$ cat config.mk
export PLATFORM = sky130hd
export DESIGN_NAME = mem_stage
export DESIGN_NICKNAME = d
export VERILOG_FILES = /design/src/rtl/mem_stage_pkg.sv /design/src/rtl/mem_stage_lsu_align.sv /design/src/rtl/mem_stage.sv
export SDC_FILE = /design/constraint.sdc
export NUM_CORES = 1
export LEC_CHECK = 0
export ABC_AREA = 1
export CAP_MARGIN = 20
export CORE_MARGIN = 5
export CORE_UTILIZATION = 46
export DETAILED_ROUTE_END_ITERATION = 7
export PLACE_DENSITY = 0.81
export SYNTH_ARGS = -nofsm -noshare
export SYNTH_HDL_FRONTEND = slang
export SYNTH_SLANG_ARGS = --single-unit
$ cat constraint.sdc
create_clock -name clk -period 2.15 [get_ports clk]
set_input_delay 0.43 -clock clk [delete_from_list [all_inputs] [get_ports clk]]
set_output_delay 0.43 -clock clk [all_outputs]
set_load 0.05 [all_outputs]
$ cat src/rtl/mem_stage_pkg.sv
// mem_stage_pkg: shared opcodes, access-size codes and FSM state for the memory stage
package mem_stage_pkg;
  localparam logic [4:0] OP_LOAD  = 5'b00000;
  localparam logic [4:0] OP_STORE = 5'b01000;
  localparam logic [2:0] F3_B  = 3'b000;
  localparam logic [2:0] F3_H  = 3'b001;
  localparam logic [2:0] F3_W  = 3'b010;
  localparam logic [2:0] F3_BU = 3'b100;
  localparam logic [2:0] F3_HU = 3'b101;
  typedef enum logic [1:0] {ST_IDLE, ST_REQ, ST_WAIT} state_e;
  typedef enum logic [1:0] {SZ_B, SZ_H, SZ_W} size_e;
  // undefined encodings (011, 110, 111) collapse onto word through func3[1]
  function automatic size_e size_of(input logic [2:0] f3);
    return f3[1] ? SZ_W : f3[0] ? SZ_H : SZ_B;
  endfunction
endpackage

$ cat src/rtl/mem_stage_lsu_align.sv
// lsu_align: store strobe/data lanes, misalignment check and load lane extraction
module lsu_align
  import mem_stage_pkg::*;
(
  input  logic [2:0]  func3,
  input  logic [1:0]  addr,
  input  logic [31:0] wsrc,
  input  logic [31:0] rdata,
  output logic        misalign,
  output logic [3:0]  wstrb,
  output logic [31:0] wdata,
  output logic [31:0] ldata
);
  size_e       sz;
  logic        sx;
  logic [7:0]  lb;
  logic [15:0] lh;
  always_comb begin
    sz = size_of(func3);
    sx = !func3[2];
    lb = rdata[{addr, 3'b000} +: 8];
    lh = rdata[{addr[1], 4'b0000} +: 16];
    misalign = (sz == SZ_H && addr[0]) || (sz == SZ_W && addr != 2'b00);
    wstrb = sz == SZ_W ? 4'b1111 : sz == SZ_H ? 4'b0011 << addr : 4'b0001 << addr;
    wdata = sz == SZ_W ? wsrc : sz == SZ_H ? {2{wsrc[15:0]}} : {4{wsrc[7:0]}};
    ldata = sz == SZ_W ? rdata : sz == SZ_H ? {{16{sx & lh[15]}}, lh} : {{24{sx & lb[7]}}, lb};
  end
endmodule

$ cat src/rtl/mem_stage.sv
// mem_stage: pipeline memory stage with a req/gnt/rvalid data-memory handshake and response timeout
module mem_stage
  import mem_stage_pkg::*;
#(
  parameter int XLEN         = 32,
  parameter int RESP_TIMEOUT = 255
) (
  input  logic            clk,
  input  logic            rst_n,
  input  logic            ex_valid,
  input  logic [4:0]      ex_opcode,
  input  logic [2:0]      ex_func3,
  input  logic [XLEN-1:0] ex_alu_out,
  input  logic [XLEN-1:0] ex_rs2,
  input  logic [4:0]      ex_rd,
  output logic            stall,
  output logic            dmem_req,
  output logic            dmem_we,
  output logic [XLEN-1:0] dmem_addr,
  output logic [3:0]      dmem_wstrb,
  output logic [XLEN-1:0] dmem_wdata,
  input  logic            dmem_gnt,
  input  logic            dmem_rvalid,
  input  logic [XLEN-1:0] dmem_rdata,
  output logic            wb_valid,
  output logic [4:0]      wb_rd,
  output logic [XLEN-1:0] wb_data,
  output logic            exc_misalign,
  output logic            exc_bus
);
  state_e          state, state_nx;
  logic            idle, is_store, is_mem, accept, timeout;
  logic [7:0]      cnt;
  logic            we_q;
  logic [XLEN-1:0] addr_q, wdata_q;
  logic [2:0]      f3_q;
  logic [4:0]      rd_q;
  logic [3:0]      strb_q;
  logic            a_mis;
  logic [3:0]      a_strb;
  logic [XLEN-1:0] a_wdata, a_ldata;

  assign idle     = state == ST_IDLE;
  assign is_store = ex_opcode == OP_STORE;
  assign is_mem   = ex_opcode == OP_LOAD || is_store;
  assign accept   = idle && ex_valid && is_mem && !a_mis;
  assign timeout  = state == ST_WAIT && !dmem_rvalid && cnt >= 8'(RESP_TIMEOUT - 1);

  // one aligner serves both the incoming op (IDLE) and the latched op (REQ/WAIT)
  lsu_align u_align (
    .func3    (idle ? ex_func3 : f3_q),
    .addr     (idle ? ex_alu_out[1:0] : addr_q[1:0]),
    .wsrc     (ex_rs2),
    .rdata    (dmem_rdata),
    .misalign (a_mis),
    .wstrb    (a_strb),
    .wdata    (a_wdata),
    .ldata    (a_ldata)
  );

  always_ff @(posedge clk or negedge rst_n)
    if (!rst_n) state <= ST_IDLE;
    else state <= state_nx;

  always_comb begin
    state_nx = idle ? (accept ? ST_REQ : ST_IDLE)
             : state == ST_REQ ? (dmem_gnt ? ST_WAIT : ST_REQ)
             : (dmem_rvalid || timeout) ? ST_IDLE : ST_WAIT;
    stall = accept || state == ST_REQ || (state == ST_WAIT && !dmem_rvalid);
  end

  assign dmem_req   = state == ST_REQ;
  assign dmem_we    = dmem_req && we_q;
  assign dmem_addr  = {addr_q[XLEN-1:2], 2'b00};
  assign dmem_wstrb = strb_q;
  assign dmem_wdata = wdata_q;

  always_ff @(posedge clk or negedge rst_n)
    if (!rst_n) begin
      we_q         <= 1'b0;
      addr_q       <= '0;
      wdata_q      <= '0;
      strb_q       <= '0;
      f3_q         <= '0;
      rd_q         <= '0;
      cnt          <= '0;
      wb_valid     <= 1'b0;
      wb_rd        <= '0;
      wb_data      <= '0;
      exc_misalign <= 1'b0;
      exc_bus      <= 1'b0;
    end else begin
      wb_valid     <= 1'b0;
      exc_misalign <= 1'b0;
      exc_bus      <= 1'b0;
      if (idle && ex_valid) begin
        if (!is_mem) begin
          wb_valid <= 1'b1;
          wb_rd    <= ex_rd;
          wb_data  <= ex_alu_out;
        end else if (a_mis) exc_misalign <= 1'b1;
        else begin
          we_q    <= is_store;
          addr_q  <= ex_alu_out;
          f3_q    <= ex_func3;
          rd_q    <= ex_rd;
          strb_q  <= is_store ? a_strb : 4'b0000;
          wdata_q <= is_store ? a_wdata : '0;
        end
      end
      if (state == ST_WAIT) begin
        cnt <= cnt == 8'hFF ? cnt : cnt + 8'd1;
        if (dmem_rvalid && !we_q) begin
          wb_valid <= 1'b1;
          wb_rd    <= rd_q;
          wb_data  <= a_ldata;
        end
        if (timeout) exc_bus <= 1'b1;
      end else cnt <= '0;
    end
endmodule

==> flow_summary.yaml <==
worst_setup_path:
  crit_chain: "nor2_2, buf_4, nand2_1, o21ai_4, nand2_2, nand3_4, nand3_4, buf_12"
  ff2ff_setup_slack_ns: 0.09
  crit_top_cell: "nand3_4"
  cp_slowest_stage_delay_ns: 0.40
  cp_slowest_cell: "dfrtp_1"
  r2r_end: "dmem_wstrb[2]$_DFFE_PN0P_"
  end_kind: "output pin"
  critPathMaxFanout: 4
  worst_r2r_path_depth: 15
  startpoint_type: "flop"
  crit_type: "reg -> out"
  crit_required_ns: 1.72
  regToRegStartpoint: "state[0]$_DFF_PN0_"
  crit_arrival_ns: 1.80
finish:
  final_cell_mix: "223 x nand2_1, 218 x clkdlybuf4s50_1, 127 x dfrtp_1"
  final_cells: 1287
  finish.instance_area_um2: 9820
  fin_nets: 1208
  drive_above_1_share_pct: 12.1
  syn2layout_area_growth_pct: 46.8
  finish.utilization_pct: 68.1
  final_common_cell: "nand2_1"
  antennaDiodeCount: 0
power_and_ir_drop:
  p_total_mw: 9.27
  powerDensity_nw_per_um2: 944
  ir_drop_uv: 720
  power.leakage_nw: 4.87
timing:
  fin_worst_skew_ns: 0.00881
  min_period_ns: 2.23
  slew_headroom_pct: 62.0
  holdWs_ns: 0.478
  slew_violations: 0
  worst_pin_slew_ns: 0.568
  setup_viol: 1
  max_freq_mhz: 449
  fin_crit_sh_pct: 104
  hold_viol: 0
  rsz0062_at_grt: "yes"
  finalWorstSetupSlack_ns: -0.0776
logic_synthesis:
  yosys_warnings: 0
  synthSimpleGateAreaFrac_pct: 20.2
  syn-mean-instance-area_um2: 7.71
  syn_area_um2: 6690
  ys_seq_area_share_pct: 47.5
  synth_top_family_by_area: "simple AND/OR/NAND/NOR gates"
  synth_fa_ha_area_share_pct: 0.374
  ys_ff_latch: 127
  synth_top_area_share_pct: 47.5
  synth_edf_count: 0
  synth_compound_area_share_pct: 17.8
  synthTopCellsByArea: "dfrtp_1 48%, nand2_1 13%, o21ai_0 7.3%"
  ys.flop_type: "dfrtp_1"
  ys_types: 34
  synthMuxAreaShare_pct: 0
  synth-xor-area-share_pct: 0.131
  async_flop_share_pct: 100
  synth_cells: 868
  synth_area_leader_cell: "dfrtp_1"
die:
  die_y_um: 131
  fp.dieArea_um2: 17100
  fp.dieW_um: 131
  rows: 44
  io_pins: 225
  initial_core_util_pct: 46.4
  core_area_um2: 14400
placement:
  dpl.hpwl_mm: 14.9
  gp_congestion: 0.908
  placed_area_um2: 9010
  io_buffer_count: 222
  numPlacedInstances: 1233
run:
  max-cap-violations: 0
global_route:
  grt_pass1_vias: 6298
  grt_pass1_wl_mm: 32.3
  grt_util_all_layers_pct: 24.3
  grt_max_degree: 52
  grt.overflow.total: 0
  antenna_found_initial: 1
clocking:
  tritoncts: "done"
  clk_latency_ns: 0.42
  cts-buffers-inserted: 17
  cts_root_buf: "clkbuf_16"
  clk_pin_slew_worst_paths_ns: 0.05
  cts_max_level: 4
  numClockSinks: 127
  cts_buffer_depth: 2
status:
  violations: "negative setup slack"
  status: "complete, but fails checks"
routing:
  final_antenna_net_count: 0
  drtIter0Drc: 491
  wl_per_cell_um: 16.3
  drcViolationCount: 0
  num_vias: 6548
  drt_first_pass_iters: 5
  viasPerCell: 5.09
  drt-total-wl_mm: 21.0
hold_path:
  hold_class: "reg -> reg"
  hold_depth: 2
  min_from: "dmem_wdata[11]$_DFFE_PN0P_"
  hold_path_end: "dmem_wdata[11]$_DFFE_PN0P_"
-- registers in the layout, indices dropped and copies added, names as in the netlist --
name          cells
dmem_wstrb        4
wb_valid          1
wb_rd             5
rd_q              5
addr_q           32
wb_data          32
cnt               8
state             2
we_q              1
exc_misalign      1
dmem_wdata       32
exc_bus           1
f3_q              3
-- power by group --
| group | internal [mW] | leakage, nW | total [mW] | switching [mW] |
|---|---|---|---|---|
| logic | 1.22 | 2.97 | 3.49 | 2.27 |
| clock network | 1.69 | 0.276 | 2.70 | 1.01 |
| registers | 2.83 | 1.62 | 3.08 | 0.253 |
-- critical path: cells and delay by family, from the launching register on --
kind / cells / cell delay, ns
simple gates: 5 / 0.56
flops: 1 / 0.40
buf+inv: 2 / 0.32
compound gates: 1 / 0.09
-- metrics by stage --
step | setup TNS (ns) | setup WS (ns)
after floorplan | -0.00857 | -0.00857
after global placement | -0.642 | -0.0773
after detailed placement | -2.32 | -0.135
after CTS | -0.0452 | -0.0452
after global routing | -0.253 | -0.153
final | -0.0776 | -0.0776
-- synth_stat cells (7+ instances only) --
cell and number:
clkbuf_1 14, nand2_2 7, nand2_1 231, o21ai_0 97
buf_4 43, inv_1 115, buf_2 14, a31oi_1 7
a21oi_1 58, o211ai_1 11, o21ai_2 11, nor2_1 48
o21ai_1 13, nand3_1 30, dfrtp_1 127
-- cell type report --
cell class	instances	area, µm²
Timing Repair Buffer	278	2740
Multi-Input combinational cell	551	2680
Inverter	117	439
Clock buffer	24	492
Fill cell	1193	4610
Clock inverter	6	58.8
Sequential cell	127	3180
Tap cell	184	230
-- how the worst max path moves through the flow --
stage,startpoint,endpoint,depth (start not counted),slack (ns)
2_1_floorplan,state[0]$_DFF_PN0_,dmem_we,4,-0.009
6_report,state[0]$_DFF_PN0_,stall,8,-0.08
3_3_place_gp,ex_func3[1],dmem_wdata[26]$_DFFE_PN0P_,10,-0.08
5_1_grt,state[0]$_DFF_PN0_,stall,9,-0.15
3_5_place_dp,ex_func3[1],dmem_wdata[26]$_DFFE_PN0P_,10,-0.14
4_1_cts,state[1]$_DFF_PN0_,stall,10,-0.05
-- routing by layer --
metal	track usage, %	part of all wire [%]	vias to the layer above
met2	37.7	47	271
met5	0	0.033	-
met3	6.14	8.2	45
li1	-	-	3179
met1	32.8	42	3051
met4	9.92	3.2	2
-- repair_timing --
item,4_1_cts,5_1_grt
gates cloned,1,1
endpoints found under the hold margin,49,0
buffers inserted,15,8
setup endpoints to repair,1,44
resized for setup,11,11
pin swaps,6,7
hold buffers,1,0
-- kinds of logic (layout without fill, tap and decap cells) --
| kind of cell | after synthesis | after routing |
|---|---|---|
| xor+xnor | 1 | 1 |
| compound gates | 215 | 215 |
| other cells | 1 | 2 |
| buf+inv | 192 | 425 |
| simple gates | 330 | 331 |
| fa+ha+maj | 2 | 2 |
| flops | 127 | 127 |
Power figures use the tool's default switching activity.
